**config.mk**
```make
export PLATFORM = sky130hd
export DESIGN_NAME = uart_boot_loader
export DESIGN_NICKNAME = d
export VERILOG_FILES = /design/src/rtl/boot_pkg.sv /design/src/rtl/boot_word_assembler.sv /design/src/rtl/uart_boot_loader.sv
export SDC_FILE = /design/constraint.sdc
export NUM_CORES = 1
export LEC_CHECK = 0
export ABC_CLOCK_PERIOD_IN_PS = 3600
export BUFFER_PORTS_ARGS = -buffer_cell sky130_fd_sc_hd__buf_2
export CAP_MARGIN = 20
export CORE_AREA = 2 2 102 153
export DETAILED_ROUTE_END_ITERATION = 16
export DIE_AREA = 0 0 104 155
export MAX_ROUTING_LAYER = met4
export PLACE_DENSITY = 0.83
export REMOVE_ABC_BUFFERS = 1
export SYNTH_ARGS = -nofsm -noshare
export SYNTH_HDL_FRONTEND = slang
export SYNTH_SLANG_ARGS = --single-unit
```
**constraint.sdc**
```tcl
create_clock -name i_clk -period 3.6 [get_ports i_clk]
set_input_delay 0.72 -clock i_clk [delete_from_list [all_inputs] [get_ports i_clk]]
set_output_delay 0.72 -clock i_clk [all_outputs]
set_load 0.1 [all_outputs]
```
**src/rtl/boot_pkg.sv**
```systemverilog
// rtl/boot_pkg.sv - shared types and frame constants for the UART boot loader
package boot_pkg;

    typedef enum logic [2:0] {
        IDLE,
        LEN_LO,
        LEN_HI,
        DATA,
        WRITE,
        CHECK,
        RUN,
        ERROR
    } boot_state_t;

    localparam logic [7:0] SYNC_BYTE_DEFAULT = 8'hA5;
    localparam int         LEN_W             = 16;
    localparam int         WORD_W            = 32;
    localparam int         BYTES_PER_WORD    = 4;

    function automatic logic in_frame(input boot_state_t s);
        return (s == LEN_LO) || (s == LEN_HI) || (s == DATA) || (s == WRITE) || (s == CHECK);
    endfunction

endpackage

```
**src/rtl/boot_word_assembler.sv**
```systemverilog
// rtl/boot_word_assembler.sv - little-endian byte-to-word packer with a one-byte holding register
module boot_word_assembler
    import boot_pkg::*;
(
    input  logic              i_clk,
    input  logic              i_rst_n,
    input  logic              i_clear,
    input  logic              i_flush,
    input  logic              i_shift_en,
    input  logic              i_in_write,
    input  logic [7:0]        i_rx_data,
    input  logic              i_rx_valid,
    output logic              o_byte_valid,
    output logic [7:0]        o_byte,
    output logic              o_word_valid,
    output logic [WORD_W-1:0] o_word,
    output logic              o_overrun
);

    logic [1:0]        r_cnt;
    logic [WORD_W-1:0] r_shift;
    logic              r_hold_valid;
    logic [7:0]        r_hold_data;
    logic              w_shift;

    // A held byte is always older than a byte arriving this cycle, so it is presented first.
    assign o_byte_valid = !i_in_write && (r_hold_valid || i_rx_valid);
    assign o_byte       = r_hold_valid ? r_hold_data : i_rx_data;
    assign w_shift      = i_shift_en && o_byte_valid;
    assign o_word       = {o_byte, r_shift[WORD_W-1:8]};
    assign o_word_valid = w_shift && (r_cnt == 2'd3);
    assign o_overrun    = i_in_write && i_rx_valid && r_hold_valid;

    always_ff @(posedge i_clk or negedge i_rst_n) begin
        if (!i_rst_n) begin
            r_cnt        <= 2'd0;
            r_shift      <= '0;
            r_hold_valid <= 1'b0;
            r_hold_data  <= 8'd0;
        end else begin
            if (i_clear) begin
                r_cnt <= 2'd0;
            end else if (w_shift) begin
                r_cnt   <= r_cnt + 2'd1;
                r_shift <= o_word;
            end

            // Outside WRITE the held byte drains every cycle, re-filling if a new byte lands.
            if (i_flush) begin
                r_hold_valid <= 1'b0;
            end else if (i_rx_valid && (i_in_write ? !r_hold_valid : r_hold_valid)) begin
                r_hold_valid <= 1'b1;
                r_hold_data  <= i_rx_data;
            end else if (!i_in_write) begin
                r_hold_valid <= 1'b0;
            end
        end
    end

endmodule

```
**src/rtl/uart_boot_loader.sv**
```systemverilog
// rtl/uart_boot_loader.sv - frames UART bytes into instruction-memory writes and releases the CPU on a good checksum
module uart_boot_loader
    import boot_pkg::*;
#(
    parameter int         ADDR_W    = 10,
    parameter int         TIMEOUT   = 270000,
    parameter logic [7:0] SYNC_BYTE = SYNC_BYTE_DEFAULT
) (
    input  logic              i_clk,
    input  logic              i_rst_n,
    input  logic [7:0]        i_rx_data,
    input  logic              i_rx_valid,
    output logic              o_mem_req,
    output logic [ADDR_W-1:0] o_mem_addr,
    output logic [WORD_W-1:0] o_mem_wdata,
    input  logic              i_mem_ack,
    output logic              o_cpu_enable,
    output logic              o_cpu_reset,
    output logic              o_busy,
    output logic              o_error
);

    localparam int                 TMO_W    = $clog2(TIMEOUT);
    localparam logic [TMO_W-1:0]   TMO_LAST = TMO_W'(TIMEOUT - 1);
    localparam logic [LEN_W:0]     MAX_LEN  = (LEN_W + 1)'(2 ** ADDR_W);

    boot_state_t       r_state;
    boot_state_t       w_next;
    logic [7:0]        r_len_lo;
    logic [7:0]        r_csum;
    logic [LEN_W-1:0]  r_len;
    logic [LEN_W-1:0]  r_word_cnt;
    logic [TMO_W-1:0]  r_tmo_cnt;
    logic              r_mem_req;
    logic [ADDR_W-1:0] r_mem_addr;
    logic [WORD_W-1:0] r_mem_wdata;
    logic              r_cpu_enable;
    logic              r_cpu_reset;
    logic              r_busy;
    logic              r_error;

    logic              w_byte_valid;
    logic [7:0]        w_byte;
    logic              w_word_valid;
    logic [WORD_W-1:0] w_word;
    logic              w_overrun;
    logic [LEN_W-1:0]  w_len;
    logic              w_active;
    logic              w_timeout;
    logic              w_last_word;
    logic              w_enter_len;
    logic              w_wrote;

    boot_word_assembler u_assembler (
        .i_clk        (i_clk),
        .i_rst_n      (i_rst_n),
        .i_clear      (w_enter_len),
        .i_flush      (w_next == ERROR),
        .i_shift_en   (r_state == DATA),
        .i_in_write   (r_state == WRITE),
        .i_rx_data    (i_rx_data),
        .i_rx_valid   (i_rx_valid),
        .o_byte_valid (w_byte_valid),
        .o_byte       (w_byte),
        .o_word_valid (w_word_valid),
        .o_word       (w_word),
        .o_overrun    (w_overrun)
    );

    assign w_len       = {w_byte, r_len_lo};
    assign w_active    = in_frame(r_state);
    assign w_timeout   = w_active && !i_rx_valid && (r_tmo_cnt == TMO_LAST);
    assign w_last_word = (r_word_cnt + LEN_W'(1)) == r_len;
    assign w_enter_len = (w_next == LEN_LO) && (r_state != LEN_LO);
    assign w_wrote     = (r_state == WRITE) && ((w_next == DATA) || (w_next == CHECK));

    always_comb begin
        w_next = r_state;
        case (r_state)
            IDLE, RUN, ERROR: begin
                if (w_byte_valid && (w_byte == SYNC_BYTE)) w_next = LEN_LO;
            end
            LEN_LO: begin
                if (w_byte_valid) w_next = LEN_HI;
            end
            LEN_HI: begin
                if (w_byte_valid) begin
                    if (w_len == '0)                   w_next = CHECK;
                    else if ({1'b0, w_len} > MAX_LEN)  w_next = ERROR;
                    else                               w_next = DATA;
                end
            end
            DATA: begin
                if (w_word_valid) w_next = WRITE;
            end
            WRITE: begin
                if (w_overrun)      w_next = ERROR;
                else if (i_mem_ack) w_next = w_last_word ? CHECK : DATA;
            end
            CHECK: begin
                if (w_byte_valid) w_next = (w_byte == r_csum) ? RUN : ERROR;
            end
            default: w_next = IDLE;
        endcase
        if (w_timeout) w_next = ERROR;
    end

    always_ff @(posedge i_clk or negedge i_rst_n) begin
        if (!i_rst_n) begin
            r_state      <= IDLE;
            r_len_lo     <= 8'd0;
            r_csum       <= 8'd0;
            r_len        <= '0;
            r_word_cnt   <= '0;
            r_tmo_cnt    <= '0;
            r_mem_req    <= 1'b0;
            r_mem_addr   <= '0;
            r_mem_wdata  <= '0;
            r_cpu_enable <= 1'b0;
            r_cpu_reset  <= 1'b1;
            r_busy       <= 1'b0;
            r_error      <= 1'b0;
        end else begin
            r_state <= w_next;

            if (w_enter_len) begin
                r_csum     <= 8'd0;
                r_word_cnt <= '0;
                r_mem_addr <= '0;
            end else begin
                if (w_byte_valid && ((r_state == LEN_LO) || (r_state == LEN_HI) || (r_state == DATA)))
                    r_csum <= r_csum + w_byte;
                if (w_wrote) r_word_cnt <= r_word_cnt + LEN_W'(1);
                // The address stays on the final word so it never wraps past 2**ADDR_W-1.
                if ((r_state == WRITE) && (w_next == DATA)) r_mem_addr <= r_mem_addr + ADDR_W'(1);
            end

            if ((r_state == LEN_LO) && w_byte_valid) r_len_lo <= w_byte;
            if ((r_state == LEN_HI) && w_byte_valid) r_len <= w_len;
            if (w_word_valid) r_mem_wdata <= w_word;

            if (!w_active || i_rx_valid) r_tmo_cnt <= '0;
            else                         r_tmo_cnt <= r_tmo_cnt + TMO_W'(1);

            r_mem_req    <= (w_next == WRITE);
            r_cpu_enable <= (w_next == RUN);
            r_cpu_reset  <= (w_next != RUN);
            r_busy       <= in_frame(w_next);

            if (w_next == ERROR)  r_error <= 1'b1;
            else if (w_enter_len) r_error <= 1'b0;
        end
    end

    assign o_mem_req    = r_mem_req;
    assign o_mem_addr   = r_mem_addr;
    assign o_mem_wdata  = r_mem_wdata;
    assign o_cpu_enable = r_cpu_enable;
    assign o_cpu_reset  = r_cpu_reset;
    assign o_busy       = r_busy;
    assign o_error      = r_error;

endmodule

```
==> flow_summary.json <==
{
  "dr_total_vias": 5931,
  "fill_cells": 1192,
  "p_switching_mw": 3.26,
  "required_ns": 3.88,
  "row_count": 55,
  "maxCapViolations": 0,
  "cts_max_path_buffers": 2,
  "core_um2": 14900,
  "swShare_pct": 42.3,
  "timing.slew.headroom_pct": 41.9,
  "cp_slowest_cell": "dfrtp_1",
  "synthTopCellsByCount": "dfrtp_1, nor2_1, mux2_2, nand2_1, o21ai_0",
  "setup_viol": 0,
  "reg2reg_slack_ns": 0.13,
  "tns_ns": 0,
  "ys_types": 78,
  "critical_path_class": "flip-flop to flip-flop",
  "post-synth-top-count-cell": "dfrtp_1",
  "syn_area_um2": 7550,
  "cpLargestDelayFamily": "buffers and inverters",
  "gp_congestion": 0.927,
  "clock-sinks": 152,
  "synth.top_cells.by_area": "dfrtp_1, mux2_2, xnor2_1",
  "synth-edff-count": 0,
  "grt_pass1_wl_um": 29800,
  "hp-class": "primary input to async pin",
  "finClkSkew_ns": 0.00801,
  "h-tree-depth": 4,
  "cp.arrival_ns": 3.75,
  "worstRegToRegCells": 15,
  "grt_use_total_pct": 23.9,
  "dp_slack_ns": -0.126,
  "postCtsHoldBufs": 0,
  "async_reset_ff_share_pct": 100,
  "dieArea_um2": 16100,
  "synth_top_area_share_pct": 50.1,
  "regToRegStartpoint": "u_assembler.r_hold_valid",
  "area_growth_pct": 19.8,
  "worstMarginPinSlew_ns": 0.864,
  "pwr-share-comb_pct": 44.6,
  "cts_root_buf": "clkbuf_16",
  "clockPowerShare_pct": 22.6,
  "reg2reg_to": "u_assembler.r_hold_data[6]",
  "grt_antenna_before_repair": 1,
  "outcome": "finished clean",
  "start_util_pct": 50.8,
  "route.detailed.drc": 0,
  "fin_hold_ws_ns": 0.281,
  "avgSynthCellArea_um2": 10.8,
  "ir_drop_uv": 383,
  "worstPathMaxFanout": 23,
  "layout-drive-gt1-share_pct": 29.5,
  "crit_chain": "buf_12 -> mux2i_2 -> inv_1 -> ha_1 -> nor4_2 -> buf_4 -> nand4_1 -> o221ai_1 -> o31ai_1 -> a211oi_2 -> buf_4 -> inv_1 -> a31oi_4 -> buf_12 -> mux2_1",
  "p_per_area_nw_per_um2": 851,
  "grt_pass1_vias": 5993,
  "total_power_mw": 7.70,
  "cts.clk_slew.worst_paths_ns": 0.07,
  "fin_ws_ns": 0.131,
  "via_per_inst": 5.81,
  "period_minus_slack_ns": 3.47,
  "io_buffer_count": 58,
  "synth_seq_cells": 152,
  "power_frac_seq_pct": 32.9,
  "synth_largest_area_cell": "dfrtp_1",
  "firstDrtPassIters": 5,
  "post_dp_cell_area_um2": 8410,
  "yosysWarnings": 0,
  "wire_per_inst_um": 17.7,
  "final_area_um2": 9040,
  "p_leak_nw": 4.13,
  "clock_latency_ns": 0.42,
  "die_h_um": 155,
  "ys_seq_area_share_pct": 50.4,
  "worst-path-buf-inv": 6,
  "max_clock_freq_ghz": 0.288,
  "pin_count": 59,
  "final_nets": 831,
  "maxSlewViolCount": 0,
  "crit_path_start_kind": "flip-flop",
  "cp-end-kind": "flip-flop",
  "period_share_pct": 96.4,
  "drt_iter0_drc": 405,
  "grt_max_degree": 67,
  "max_stage_delay_ns": 0.37,
  "synth_cells": 702,
  "wl_um": 18100,
  "drtAntennaViolNets": 0,
  "hold_violations": 0,
  "tritoncts": "yes",
  "crit_start": "u_assembler.r_hold_valid",
  "die_w_um": 104,
  "power.internal_mw": 4.44,
  "cts_buffers": 17,
  "synth_top_flop_cell": "dfrtp_1",
  "overflow": 0,
  "place_hpwl_um": 12300
}
-- cells by family after synthesis --
family	Yosys count	synth area share (%)
AOI/OAI and AO/OA	119	10.6
xor gates and xnor gates	53	6.15
adders and majority gates	12	2.09
buffers and inverters	58	3.43
DFF	152	50.4
muxes	72	10.8
and+or+nand+nor	236	16.5
-- sequential cells by signal (all words and copies together), names as in the netlist --
| name | flops |
|---|---|
| o_busy | 1 |
| o_cpu_enable | 1 |
| o_cpu_reset | 1 |
| o_error | 1 |
| o_mem_addr | 10 |
| o_mem_req | 1 |
| o_mem_wdata | 32 |
| r_csum | 8 |
| r_len | 16 |
| r_len_lo | 8 |
| r_state | 3 |
| r_tmo_cnt | 19 |
| r_word_cnt | 16 |
| u_assembler.r_cnt | 2 |
| u_assembler.r_hold_data | 8 |
| u_assembler.r_hold_valid | 1 |
| u_assembler.r_shift | 24 |
-- layout make-up --
| class | count | area [um2] | share of cell area, % |
|---|---|---|---|
| clock inverter | 14 | 136 | 1.51 |
| sequential | 152 | 3800 | 42.1 |
| multi-input combinational | 493 | 3520 | 38.9 |
| antenna | 1 | 2.50 | 0.0277 |
| clock buffer | 18 | 439 | 4.86 |
| timing repair buffer | 122 | 815 | 9.01 |
| inverter | 21 | 78.8 | 0.872 |
| tap | 199 | 249 | 2.75 |
-- routing by layer --
| metal | track usage, % | vias up | wire length, um |
|---|---|---|---|
| li1 | - | 2731 | - |
| met1 | 25.5 | 2970 | 6840 |
| met2 | 41.9 | 172 | 9910 |
| met3 | 3.64 | 58 | 534 |
| met4 | 14.5 | 0 | 807 |
| met5 | - | - | 0 |
-- cells in the final DEF, fill, tap and decap left out, types with 18 or more instances in the layout --
cell type and count:
dfrtp_1 151, buf_4 61, nor2_1 58, buf_2 57, mux2_2 54, nand2_1 52, o21ai_0 42, xnor2_1 35
nand3_1 21, a21oi_1 20, inv_1 19, xor2_1 18
-- how the worst max path moves through the flow --
| stage | to | slack, ns | cells past startpoint |
|---|---|---|---|
| floorplan | o_mem_addr[0] | -0.16 | 6 |
| global placement | r_word_cnt[2] | -0.003 | 11 |
| detailed placement | r_word_cnt[2] | -0.13 | 14 |
| CTS | r_csum[7] | 0.06 | 13 |
| global route | u_assembler.r_hold_data[6] | -0.04 | 15 |
| finish | u_assembler.r_hold_data[6] | 0.13 | 15 |
-- power groups by stage --
stage	Sequential, mW	Clock, mW	Combinational, mW
floorplan	3.09	0	1.61
global placement	2.51	0	3.14
detailed placement	2.54	0	3.24
CTS	2.52	1.76	3.34
global route	2.58	1.83	3.68
finish	2.53	1.74	3.43
-- timing repair --
action / in CTS / in global routing
gates resized for setup: 0 / 4
pin swaps: 1 / 2
setup endpoints to repair: 11 / 16
gates cloned: 1 / 0
setup buffers: 0 / 1
-- metrics by stage --
step / utilization [%] / instances
6_report: 60.8 / 1020
5_1_grt: 60.8 / 1020
4_1_cts: 60.5 / 1017
3_5_place_dp: 56.6 / 984
3_3_place_gp: 56.6 / 984
2_1_floorplan: - / 665
(Power assumes the default switching activity.)
